===== src/rtl/tcp_client_fsm.sv =====
// Client-side TCP three-way handshake engine with SYN/FIN retransmission and bounded retries.
// Optional active close (FIN_WAIT path) is enabled by defining TCP_CLIENT_FSM_FIN_EN.
module tcp_client_fsm #(
    parameter int SEQ_W     = 32,
    parameter int TIMEOUT   = 16,
    parameter int MAX_RETRY = 3
) (
    input  logic             clock,
    input  logic             rst,
    input  logic             open_req,
    input  logic             close_req,
    input  logic [SEQ_W-1:0] isn,
    input  logic             rcv_syn_ack,
    input  logic             rcv_fin_ack,
    input  logic [SEQ_W-1:0] rcv_seq,
    input  logic [SEQ_W-1:0] rcv_ack,
    output logic             send_syn,
    output logic             send_ack,
    output logic             send_fin,
    output logic [SEQ_W-1:0] tx_seq,
    output logic [SEQ_W-1:0] tx_ack,
    output logic             established,
    output logic             fail,
    output logic [2:0]       state
);

    localparam int TW = $clog2(TIMEOUT + 1);
    localparam int RW = (MAX_RETRY < 1) ? 1 : $clog2(MAX_RETRY + 1);

    typedef enum logic [2:0] {
        CLOSED      = 3'd0,
        SYN_SENT    = 3'd1,
        ESTABLISHED = 3'd2,
        FIN_WAIT    = 3'd3,
        FAILED      = 3'd4
    } state_t;

    state_t           state_q, state_d;
    logic [SEQ_W-1:0] isn_q, isn_d, peer_q, peer_d;
    logic [SEQ_W-1:0] tx_seq_d, tx_ack_d, isn_p1;
    logic [TW-1:0]    timer_q, timer_d;
    logic [RW-1:0]    retry_q, retry_d;
    logic             syn_d, ack_d, fin_d, expired;

`ifdef TCP_CLIENT_FSM_FIN_EN
    logic [SEQ_W-1:0] isn_p2;
    assign isn_p2 = isn_q + SEQ_W'(2);
`else
    logic unused_fin;
    assign unused_fin = rcv_fin_ack;
`endif

    assign isn_p1  = isn_q + SEQ_W'(1);
    // Timer is cleared on the strobe edge, so it reads TIMEOUT-1 on the edge that retransmits.
    assign expired = (timer_q == TW'(TIMEOUT - 1));
    assign state   = state_q;

    always_comb begin
        state_d  = state_q;
        isn_d    = isn_q;
        peer_d   = peer_q;
        timer_d  = '0;
        retry_d  = retry_q;
        syn_d    = 1'b0;
        ack_d    = 1'b0;
        fin_d    = 1'b0;
        tx_seq_d = tx_seq;
        tx_ack_d = tx_ack;
        case (state_q)
            CLOSED: begin
                if (open_req) begin
                    state_d  = SYN_SENT;
                    isn_d    = isn;
                    syn_d    = 1'b1;
                    tx_seq_d = isn;
                    tx_ack_d = '0;
                    retry_d  = '0;
                end
            end
            SYN_SENT: begin
                if (rcv_syn_ack && rcv_ack == isn_p1) begin
                    state_d  = ESTABLISHED;
                    ack_d    = 1'b1;
                    tx_seq_d = isn_p1;
                    tx_ack_d = rcv_seq + SEQ_W'(1);
                    peer_d   = rcv_seq + SEQ_W'(1);
                end else if (expired) begin
                    if (retry_q < RW'(MAX_RETRY)) begin
                        syn_d    = 1'b1;
                        tx_seq_d = isn_q;
                        tx_ack_d = '0;
                        retry_d  = retry_q + RW'(1);
                    end else begin
                        state_d = FAILED;
                    end
                end else if (!open_req) begin
                    state_d = CLOSED;
                end else begin
                    timer_d = timer_q + TW'(1);
                end
            end
            ESTABLISHED: begin
                if (rcv_syn_ack && rcv_ack == isn_p1) begin
                    ack_d    = 1'b1;
                    tx_seq_d = isn_p1;
                    tx_ack_d = peer_q;
                end else if (close_req) begin
`ifdef TCP_CLIENT_FSM_FIN_EN
                    state_d  = FIN_WAIT;
                    fin_d    = 1'b1;
                    tx_seq_d = isn_p1;
                    tx_ack_d = peer_q;
                    retry_d  = '0;
`else
                    state_d  = CLOSED;
`endif
                end
            end
`ifdef TCP_CLIENT_FSM_FIN_EN
            FIN_WAIT: begin
                if (rcv_fin_ack && rcv_ack == isn_p2) begin
                    state_d  = CLOSED;
                    ack_d    = 1'b1;
                    tx_seq_d = isn_p2;
                    tx_ack_d = rcv_seq + SEQ_W'(1);
                end else if (expired) begin
                    if (retry_q < RW'(MAX_RETRY)) begin
                        fin_d    = 1'b1;
                        tx_seq_d = isn_p1;
                        tx_ack_d = peer_q;
                        retry_d  = retry_q + RW'(1);
                    end else begin
                        state_d = FAILED;
                    end
                end else begin
                    timer_d = timer_q + TW'(1);
                end
            end
`endif
            FAILED: begin
                if (!open_req) state_d = CLOSED;
            end
            default: state_d = CLOSED;
        endcase
    end

    always_ff @(posedge clock or negedge rst) begin
        if (!rst) begin
            state_q     <= CLOSED;
            isn_q       <= '0;
            peer_q      <= '0;
            timer_q     <= '0;
            retry_q     <= '0;
            send_syn    <= 1'b0;
            send_ack    <= 1'b0;
            send_fin    <= 1'b0;
            tx_seq      <= '0;
            tx_ack      <= '0;
            established <= 1'b0;
            fail        <= 1'b0;
        end else begin
            state_q     <= state_d;
            isn_q       <= isn_d;
            peer_q      <= peer_d;
            timer_q     <= timer_d;
            retry_q     <= retry_d;
            send_syn    <= syn_d;
            send_ack    <= ack_d;
            send_fin    <= fin_d;
            tx_seq      <= tx_seq_d;
            tx_ack      <= tx_ack_d;
            established <= (state_d == ESTABLISHED);
            fail        <= (state_d == FAILED);
        end
    end

endmodule


===== config.mk =====
export PLATFORM = sky130hd
export DESIGN_NAME = tcp_client_fsm
export DESIGN_NICKNAME = d
export VERILOG_FILES = /design/src/rtl/tcp_client_fsm.sv
export SDC_FILE = /design/constraint.sdc
export NUM_CORES = 1
export LEC_CHECK = 0
export CAP_MARGIN = 20
export CORE_UTILIZATION = 30
export CTS_CLUSTER_SIZE = 14
export DETAILED_ROUTE_END_ITERATION = 10
export PLACE_DENSITY = 0.5
export SLEW_MARGIN = 0
export SYNTH_ARGS = -nofsm -noshare
export SYNTH_HDL_FRONTEND = slang
export SYNTH_SLANG_ARGS = --single-unit

===== constraint.sdc =====
create_clock -name clock -period 3.5 [get_ports clock]
set_input_delay 0.7 -clock clock [delete_from_list [all_inputs] [get_ports clock]]
set_output_delay 0.7 -clock clock [all_outputs]
set_load 0.03 [all_outputs]

==> results of run 1 <==
==> layout by cell type (no fill, tap or decap), types with 34 or more instances in the layout <==
cell type | Yosys | final
clkdlybuf4s50_1 | 0 | 170
dfrtp_1 | 142 | 137
nand2_1 | 137 | 135
buf_4 | 7 | 128
o21ai_0 | 95 | 90
nor2_1 | 43 | 42
nand3_1 | 42 | 41
mux2_2 | 61 | 38
xor2_1 | 37 | 37
inv_1 | 35 | 35
mux2_4 | 0 | 34
==> cell usage after synthesis (all sizes together), types with 3 or more instances <==
cell type,number
a222oi,5
a31oi,9
nor3b,4
o311ai,11
dfrtp,142
or2,4
and2,6
inv,35
a32oi,3
nor4,18
mux2i,23
and4,10
nor3,28
or4,9
o21a,3
nand2b,3
a221o,7
nand2,137
a211o,4
mux2,72
o22ai,4
ha,5
xnor2,30
buf,26
a21oi,15
or3,7
xor2,37
and3,35
o21ai,98
o211ai,20
nor2b,6
nand4,19
clkbuf,55
nand3,43
nor2,43
==> kinds of logic after synthesis <==
family                   count (synthesis)  share of synthesized area, %
other                                    1                       0.04119
AND/OR/NAND/NOR                        378                         21.15
AO/OA/AOI/OAI                          214                         15.61
multiplexers                            95                         11.43
flip-flops                             142                         39.03
XOR/XNOR                                67                         6.445
adder cells (fa/ha/maj)                  5                        0.6871
buffers and inverters                  116                         5.607
==> repair_timing <==
| action | in CTS | in global routing |
|---|---|---|
| setup endpoints to repair | 105 | 100 |
| setup buffers | 4 | 19 |
| gates resized for setup | 17 | 77 |
| hold buffers | 0 | 0 |
| pin swaps | 2 | 16 |
| cloned | 1 | 4 |
==> worst min-delay path by stage <==
stage	to	slack, ns	cells after the start
after floorplan	established$_DFF_PN0_	0.40	0
after global placement	timer_q[0]$_DFF_PN0_	0.45	1
after detailed placement	timer_q[0]$_DFF_PN0_	0.45	1
after CTS	tx_seq[6]$_DFFE_PN0P_	0.37	1
after global routing	tx_seq[6]$_DFFE_PN0P_	0.40	1
final	tx_seq[6]$_DFFE_PN0P_	0.34	1
==> power by group <==
part | switching, mW | internal [mW]
sequential | 0.156 | 1.84
clock | 0.844 | 1.01
combinational | 1.15 | 1.08
==> metal layers <==
| layer | vias up | wire length [um] |
|---|---|---|
| met5 | - | 0 |
| li1 | 4238 | - |
| met2 | 291 | 15000 |
| met4 | 0 | 499 |
| met3 | 32 | 2155 |
| met1 | 4293 | 14890 |
==> flip-flops by register name, summed over array words and instances (netlist names) <==
register     flops
tx_seq          32
established      1
tx_ack          32
state            3
isn_q           32
send_syn         1
fail             1
peer_q          32
send_ack         1
retry_q          2
timer_q          5
==> worst max-delay path: stages (launching register included) <==
cell	delay, ns
dfrtp_2	0.42
buf_6	0.12
nand4_4	0.08
or4_4	0.60
buf_6	0.15
or4_4	0.47
a2bb2oi_2	0.20
and4_1	0.25
nand4_1	0.13
buf_6	0.17
o21ai_4	0.06
and3_4	0.25
buf_6	0.14
clkbuf_16	0.17
mux2_4	0.30
==> stage by stage <==
stage,std cells,hold WS [ns]
floorplan,1018,0.4044
global placement,1633,0.4518
detailed placement,1633,0.4521
CTS,1670,0.3737
global route,1693,0.4049
finish,1695,0.3430
==> final cells by class <==
cell class | count | share of cell area [%]
Antenna cell | 2 | 0.03747
Clock buffer | 18 | 3.213
Clock inverter | 14 | 1.096
Inverter | 35 | 0.9836
Multi-Input combinational cell | 760 | 39.82
Sequential cell | 142 | 26.65
Tap cell | 390 | 3.653
Timing Repair Buffer | 334 | 24.54
==> qor.txt, run 1 <==
Sum Neg Setup Slack = -4.098 ns
Clk slew on worst S/H paths = 0.07 ns
Setup slack after placement = -0.4633 ns
Crit-path max FO = 8
Design Power = 6.076 mW
Synth area leaders = dfrtp_1, mux2_2, nand2_1, o21ai_0, xor2_1
Die area = 31050 um2
Largest vdd supply drop = 0.2824 mV
First-pass GRT wire length = 49270 um
CORE AREA = 29720 um2
Storage cell area = 3560 um2
Post-route setup slack = -0.1205 ns
Die H = 176.2 um
CTS max path bufs = 2
Syn nets = 1125
Initial antenna violation count = 2
Crit end category = flip-flop
Worst Setup EP = tx_ack[2]$_DFFE_PN0P_
Worst-skew pair later-pin latency = 0.44 ns
Cells after synthesis = 1018
Post-synthesis cell area = 9105 um2
Fin crit share = 103.4%
Max-slew violation count = 0
Grt peak-use layer = met2
Finish-stage setup viols = 59
Worst setup SP type = flip-flop
Vias per cell = 5.224
DPL Wire Length = 22510 um
Violations in the final reports = setup timing
Tot GR Track Use = 20.73%
Met3 usage = 4.479%
IO buf count = 171
RSZ-0062 raised after global routing = true
Max Clk Rate = 0.2762 GHz
Fillers = 2863
Initial Util = 30.64%
Grt met2 use = 33.58%
Layout Area Growth over Synthesis = 46.70%
Layout cell share with drive strength beyond 1 = 24.33%
FF-to-FF setup slack = -0.12 ns
Leading area contributor after synthesis = dfrtp_1
DR iter-0 viols = 714
Critical path type = reg -> reg
Htree depth = 4
CTS buffer count = 17
Slew HR = 31.77%
Multi-input logic area = 5319 um2
Die Span X = 176.2 um
Worst R2R End = tx_ack[2]$_DFFE_PN0P_
Flops & latches, synth = 142
Row cnt = 63
Vias in the first global route = 8710
DR WL/cell = 19.20 um
R2R Path Start = isn_q[0]$_DFFE_PN0P_
Sink Count = 142
DRC = 0
Critical Path RT = 3.81 ns
WL final = 32550 um
Routed Antenna Nets = 0
Number of synthesized flops with an enable pin = 0
Placed Instance Area = 12080 um2
Register area share after synthesis = 39.03%
Launch point of the worst path = isn_q[0]$_DFFE_PN0P_
Nets = 1397
Mean Syn Cell Area = 8.944 um2
Pwr per Cell Area = 454.9 nW/um2
Tightest Pin Transition = 1.023 ns
Ys async rst share = 100.0%
Routability congestion estimate = 0.8820
Met1 Use GR = 27.74%
Maxcap violations = 0
Run status = finished, violations left
Critical Path AT = 3.93 ns
CTS tree = yes
Clock skew = 0.01675 ns
Top cell type's share of synthesized area = 39.03%
Fin util = 44.95%
DR vias = 8854
Leak = 5.653 nW
Synth Flop Type = dfrtp_1
Min-delay worst type = in -> async
Root Buffer = clkbuf_16
IO Pins = 174
Final Hold Fails = 0
Ys Warns = 0
Final Cell Area = 13360 um2
Global route total overflow = 0
First drt pass iteration count = 5
Distinct cells, synth = 74
Pin count of the biggest net entering global routing = 84
Minimum clock period = 3.620 ns
Worst Reg2Reg Path Length in Cells = 14
Power figures use the tool's default switching activity.
==> inputs of run 2 (changes only) <==
- CAP_MARGIN: 20 -> 30
==> results of run 2 <==
Final layout, timing and power as in run 1 (identical DEF).
